## src/rtl/control_pkg.sv

```systemverilog
// Shared constants and the control bundle for the RV32I main decoder.
// Holds opcodes, ALU op codes, branch funct3 codes and the ctrl_t bundle.
package control_pkg;

  localparam logic [6:0] OP_R      = 7'b0110011;
  localparam logic [6:0] OP_I      = 7'b0010011;
  localparam logic [6:0] OP_LOAD   = 7'b0000011;
  localparam logic [6:0] OP_STORE  = 7'b0100011;
  localparam logic [6:0] OP_BRANCH = 7'b1100011;

  localparam logic [3:0] ALU_ADD  = 4'b0000;
  localparam logic [3:0] ALU_SUB  = 4'b0001;
  localparam logic [3:0] ALU_SLL  = 4'b0010;
  localparam logic [3:0] ALU_SLT  = 4'b0011;
  localparam logic [3:0] ALU_SLTU = 4'b0100;
  localparam logic [3:0] ALU_XOR  = 4'b0101;
  localparam logic [3:0] ALU_SRL  = 4'b0110;
  localparam logic [3:0] ALU_SRA  = 4'b0111;
  localparam logic [3:0] ALU_OR   = 4'b1000;
  localparam logic [3:0] ALU_AND  = 4'b1001;

  localparam logic [2:0] F3_BEQ  = 3'b000;
  localparam logic [2:0] F3_BNE  = 3'b001;
  localparam logic [2:0] F3_BLT  = 3'b100;
  localparam logic [2:0] F3_BGE  = 3'b101;
  localparam logic [2:0] F3_BLTU = 3'b110;
  localparam logic [2:0] F3_BGEU = 3'b111;

  typedef struct packed {
    logic [3:0] aluop;
    logic       wen;
    logic       immsel;
    logic       bsel;
    logic       brun;
    logic       asel;
    logic       pcsel;
    logic       wbsel;
    logic       memrw;
    logic       beq;
    logic       bne;
    logic       blt;
    logic       bge;
  } ctrl_t;

  // b30 picks SUB only when sub_ok (R-type); SRA/SRL always honours it.
  function automatic logic [3:0] alu_sel(
    input logic [2:0] f3,
    input logic       b30,
    input logic       sub_ok
  );
    logic [3:0] r;
    r = ALU_ADD;
    unique case (f3)
      3'b000: r = (sub_ok && b30) ? ALU_SUB : ALU_ADD;
      3'b001: r = ALU_SLL;
      3'b010: r = ALU_SLT;
      3'b011: r = ALU_SLTU;
      3'b100: r = ALU_XOR;
      3'b101: r = b30 ? ALU_SRA : ALU_SRL;
      3'b110: r = ALU_OR;
      3'b111: r = ALU_AND;
      default: r = ALU_ADD;
    endcase
    return r;
  endfunction

endpackage

```

## src/rtl/control_decoder.sv

```systemverilog
// Combinational RV32I main decoder.
// In: Instruction, BrEq, BrLT. Out: nxt (next-state control bundle).
module control_decoder
  import control_pkg::*;
(
  input  logic [31:0] Instruction,
  input  logic        BrEq,
  input  logic        BrLT,
  output ctrl_t       nxt
);

  logic [6:0] op;
  logic [2:0] f3;
  logic       b30;

  assign op  = Instruction[6:0];
  assign f3  = Instruction[14:12];
  assign b30 = Instruction[30];

  // Register/immediate fields are consumed downstream, not here.
  logic unused_bits;
  assign unused_bits = ^{Instruction[31], Instruction[29:15],
                         Instruction[11:7]};

  always_comb begin
    nxt = '0;
    unique case (1'b1)
      (op == OP_R): begin
        nxt.wen   = 1'b1;
        nxt.aluop = alu_sel(f3, b30, 1'b1);
      end
      (op == OP_I): begin
        nxt.wen   = 1'b1;
        nxt.bsel  = 1'b1;
        nxt.aluop = alu_sel(f3, b30, 1'b0);
      end
      (op == OP_LOAD): begin
        nxt.wen   = 1'b1;
        nxt.bsel  = 1'b1;
        nxt.wbsel = 1'b1;
      end
      (op == OP_STORE): begin
        nxt.memrw  = 1'b1;
        nxt.bsel   = 1'b1;
        nxt.immsel = 1'b1;
      end
      (op == OP_BRANCH): begin
        nxt.asel   = 1'b1;
        nxt.bsel   = 1'b1;
        nxt.immsel = 1'b1;
        nxt.beq    = (f3 == F3_BEQ);
        nxt.bne    = (f3 == F3_BNE);
        nxt.blt    = (f3 == F3_BLT) || (f3 == F3_BLTU);
        nxt.bge    = (f3 == F3_BGE) || (f3 == F3_BGEU);
        nxt.brun   = (f3 == F3_BLTU) || (f3 == F3_BGEU);
      end
      default: ;
    endcase
    // Flags are zero outside branches, so this is 0 for every other class.
    nxt.pcsel = (nxt.beq & BrEq) | (nxt.bne & ~BrEq) |
                (nxt.blt & BrLT) | (nxt.bge & ~BrLT);
  end

endmodule

```

## src/rtl/control_unit_rv32.sv

```systemverilog
// Registered RV32I control unit: decoder plus output register bank.
// In: clock, reset_n, Instruction, BrEq, BrLT. Out: datapath controls.
module control_unit_rv32
  import control_pkg::*;
(
  input  logic        clock,
  input  logic        reset_n,
  input  logic [31:0] Instruction,
  input  logic        BrEq,
  input  logic        BrLT,
  output logic [3:0]  ALUop,
  output logic        wEn,
  output logic        ImmSel,
  output logic        BSel,
  output logic        BrUn,
  output logic        ASel,
  output logic        PCSel,
  output logic        WBSel,
  output logic        MemRW,
  output logic        BEQ,
  output logic        BNE,
  output logic        BLT,
  output logic        BGE
);

  ctrl_t nxt;
  ctrl_t q;

  control_decoder u_dec (
    .Instruction (Instruction),
    .BrEq        (BrEq),
    .BrLT        (BrLT),
    .nxt         (nxt)
  );

  always_ff @(posedge clock or negedge reset_n) begin
    if (!reset_n) q <= '0;
    else          q <= nxt;
  end

  assign ALUop  = q.aluop;
  assign wEn    = q.wen;
  assign ImmSel = q.immsel;
  assign BSel   = q.bsel;
  assign BrUn   = q.brun;
  assign ASel   = q.asel;
  assign PCSel  = q.pcsel;
  assign WBSel  = q.wbsel;
  assign MemRW  = q.memrw;
  assign BEQ    = q.beq;
  assign BNE    = q.bne;
  assign BLT    = q.blt;
  assign BGE    = q.bge;

endmodule

```

## config.mk

```make
export PLATFORM = sky130hd
export DESIGN_NAME = control_unit_rv32
export DESIGN_NICKNAME = d
export VERILOG_FILES = /design/src/rtl/control_pkg.sv /design/src/rtl/control_decoder.sv /design/src/rtl/control_unit_rv32.sv
export SDC_FILE = /design/constraint.sdc
export NUM_CORES = 1
export LEC_CHECK = 0
export BUFFER_PORTS_ARGS = -buffer_cell sky130_fd_sc_hd__buf_2
export CAP_MARGIN = 20
export CORE_UTILIZATION = 40
export CTS_BUF_LIST = sky130_fd_sc_hd__clkbuf_16
export DETAILED_ROUTE_END_ITERATION = 10
export PLACE_DENSITY = 0.82
export SYNTH_ARGS = -nofsm -noshare
export SYNTH_HDL_FRONTEND = slang
export SYNTH_SLANG_ARGS = --single-unit
```

## constraint.sdc

```tcl
create_clock -name clock -period 0.8 [get_ports clock]
set_input_delay 0.2 -clock clock [delete_from_list [all_inputs] [get_ports clock]]
set_output_delay 0.2 -clock clock [all_outputs]
set_load 0.02 [all_outputs]
```

Yosys cells after proc, flatten, opt, wreduce, memory -nomap -nowiden
Index checks and enable logic that the tools add are counted.

operators by class
  add/sub/neg operators = 0
  multipliers = 0
  div/mod/pow operators = 0
  magnitude comparators = 0
  equality and inequality tests = 12
  shift-type cells = 0
  multiplexer cells = 12
  bitwise operators = 9
  reduce and logical (&&, ||, !) cells = 7

operator list
  operator                                                                number
  4-bit case mux with 8 select lines                                      2
  7-bit by 6-bit equality test with 1-bit output (second input constant)  2
  3-bit equality test (second input constant)                             4
  4-bit case mux with 2 select lines                                      1
  7-bit by 2-bit equality test with 1-bit output (second input constant)  1
  7-bit by 5-bit equality test with 1-bit output (second input constant)  1
  7-bit equality test (second input constant)                             1
  1-bit 2-to-1 mux                                                        7
  3-bit by 2-bit equality test with 1-bit output (second input constant)  2
  1-bit AND                                                               4
  4-bit 2-to-1 mux                                                        1
  4-bit OR reduction                                                      1
  3-bit by 1-bit equality test with 1-bit output (second input constant)  1
  3-bit zero test                                                         1
  1-bit logical OR                                                        3
  1-bit OR                                                                3
  3-bit OR reduction                                                      1
  2-bit 2-to-1 mux                                                        1
  1-bit NOT                                                               2
  2-bit OR reduction                                                      1

storage, ports and cells
  register bits = 16
  bits in latches = 0
  RAM bits = 0
  bits in read-only memories = 0
  input bits = 36
  output and inout bits = 16
  logic and storage cells = 53
  memories = 0

Longest topological paths before layout
  word-level depth = 7
  depth in mapped cells = 4

By module
From an unflattened synthesis, not the netlist that was laid out.

unflattened totals
  cell total of the unflattened synthesis = 53
  area total of the unflattened synthesis = 648.1 sq um

modules (own cells, without submodules)
  module             instances  cells an instance  area each (sq um)
  control_unit_rv32  1          16                 400.4
  control_decoder    1          37                 247.7

Least setup slack after synthesis
Ideal clock, no wire load.

  kind = input-to-reg
  start = input Instruction[2]
  end = register q, in the netlist BGE
  setup time = 0.066 ns
  arrival = 0.846 ns
  required time = 0.734 ns
  path slack = -0.112 ns
  stages = 4
  path through = and4bb_2 -> nand3_4 -> inv_2 -> and3_1

RTL lines
  item                  RTL line                 source
  from (decl)           control_unit_rv32.sv:8   input logic [31:0] Instruction,
  to (signal assigned)  control_unit_rv32.sv:38  else q <= nxt;
  to (decl)             control_unit_rv32.sv:27  ctrl_t q;

Worst setup path in the final report
  start = register q, in the netlist ALUop[2]
  end = output ALUop[2]

RTL lines
  item       RTL line                 source
  to (decl)  control_unit_rv32.sv:11  output logic [3:0] ALUop,

No word-level cell between the ends.

==> run summary <==
Drt drc: 0
P per Cell Area: 1750 mW/mm^2
Leak: 0.000581 uW
Most frequent cells in the layout: 18 x buf_6, 16 x dfrtp_1, 12 x buf_2
Max reg flops: 4
Number of port buffers: 30
CP max-delay cell: dfrtp_1
Slew @ Worst Pin: 0.353 ns
Total Routing Usage GR: 22.0%
Syn Area/Cell: 12.1 sq um
Share of cells above drive strength 1: 57.9%
Post-DRT Antenna Nets: 0
Outcome: complete, but fails checks
TritonRoute pass-1 iters: 4
Chip height: 42.1 um
Final WL: 1.90 mm
Num ports: 52
Max clock buf depth: 2
WP data arrival: 0.79 ns
CTS Buf Count: 3
CP Cell Sequence: buf_6
Std cell rows: 14
Fin. max-slew vios: 0
Vias: 573
Setup crit end kind: output port
Vias in the first global route: 563
Most common library cell in the layout ignoring fill and taps: buf_6
Synth-to-layout area growth: 75.0%
Power, Total: 1970 uW
Setup slack after layout: -0.191 ns
Remaining global-route overflow: 0
Register area share after synthesis: 62.4%
Post-DR wirelength/cell: 17.1 um
Core box area: 0.00151 sq mm
Cell Area, Synth: 642 sq um
Peak VDD IR: 0.00123 V
Setup CP Type: reg2out
Placed cell count: 105
Clk sinks: 16
First-pass GRT wire length: 2.77 mm
FMAX: 1010 MHz
H-Tree Depth: 1
Worst relative slew slack: 76.5%
Synth cell types: 25
CTS clk-pin slew, worst paths: 0.05 ns
#FFs+latches synth: 16
Failing checks: setup timing
Initial Utilization: 42.6%
DR iter-0 viols: 22
Pin count of the biggest net entering global routing: 17
Synth Instances: 53
Family with the most delay on the worst path: flip-flops
Final setup viols: 24
Initial antenna violation count: 0
Clk root buf: clkbuf_16
Top layer in use: met4
Slowest cell delay on critical path: 0.40 ns
Min Tclk post-route: 0.991 ns
Met2 Routed Length: 972 um
Maximum fanout along the worst path: 1
RePlAce Congestion: 0.792
Die ar.: 0.00177 sq mm
Syn nets: 89
Final std cells w/o fill: 111
Startpoint Class: flop
Hold Crit Class: in2reg
Final core utilization: 74.6%
Nets: 132
CTS tree: done
Wl on met1: 805 um
Synth warn: 0
Detail Placement HPWL: 1000 um
Via density: 5.16
Req. time, crit path: 0.60 ns
Hold Vio Cnt, Final: 0
Buf/Inv on CP: 1
Max_cap viols: 0
Die Width: 42.1 um
Antenna cells: 0
RSZ-0062 raised after global routing: true
Met3 wire length: 84 um
Final period util: 124%
Pre-CTS setup slack: -0.261 ns
==> cells by family after synthesis <==
| kind of cell | synth area share [%] |
|---|---|
| simple gates | 25.0 |
| compound gates | 9.36 |
| flops | 62.4 |
| buf+inv | 3.31 |
==> repair_timing <==
item,CTS,global route
setup buffers,1,0
hold buffers,1,0
gates cloned,0,0
pin swaps,0,1
gates resized for setup,34,10
hold endpoints to repair,16,0
setup endpoints to repair,18,27
==> through the flow <==
| stage | area [sq um] | setup TNS, ns | hold WS, ns |
|---|---|---|---|
| floorplan | 642 | -0.748 | -0.0956 |
| global placement | 862 | -2.95 | 0.111 |
| detailed placement | 862 | -3.22 | 0.124 |
| CTS | 1070 | -2.28 | 0.172 |
| global route | 1120 | -3.31 | 0.220 |
| finish | 1120 | -2.74 | 0.223 |
==> layout make-up <==
cell class / count / area [sq um]
clock inverter: 1 / 3.75
timing repair buffer: 40 / 340
clock buffer: 3 / 75.1
sequential: 16 / 400
tap: 16 / 20.0
multi-input combinational: 32 / 273
inverter: 3 / 11.3
fill: 82 / 383
==> path summary, 6_finish.rpt <==
check | cells past startpoint | start | endpoint | slack (ns)
worst max-delay path | 1 | ALUop[2] | ALUop[2] | -0.19
worst min-delay path | 2 | Instruction[13] | BEQ | 0.22
min in group asynchronous | 2 | reset_n | MemRW | 0.41
max in group asynchronous | 2 | reset_n | ALUop[2] | 0.13
==> Yosys cell counts (all sizes together) <==
master   number  area share (%)
and2          1            0.98
nand3b        2             2.9
nand2         3             1.8
o21bai        1             1.2
nand3         1             2.7
nor2          5             2.9
buf           2             1.6
nand2b        1            0.98
and2b         1             1.2
a221oi        1             1.4
o2bb2ai       1             1.4
and4bb        1             1.9
nor3b         2             3.1
nor3          2             1.6
and3          2             1.9
inv           3             1.8
nor4          1             1.9
a211oi        2             2.3
o21ai         1            0.78
a21oi         3             2.3
nor2b         1            0.98
dfrtp        16              62
==> power by group <==
part / total (uW) / internal (uW) / switching, uW
combinational: 202 / 96.1 / 106
sequential: 818 / 816 / 2.25
clock: 949 / 661 / 288
total: 1970 / 1570 / 396
==> layer usage <==
layer | GRT usage, % | vias to the layer above
met1 | 26.6 | 279
met5 | 0 | -
met2 | 36.9 | 26
met4 | 11.3 | 0
met3 | 4.74 | 4
li1 | - | 264
Note: power is estimated with default switching activity, not from simulation.
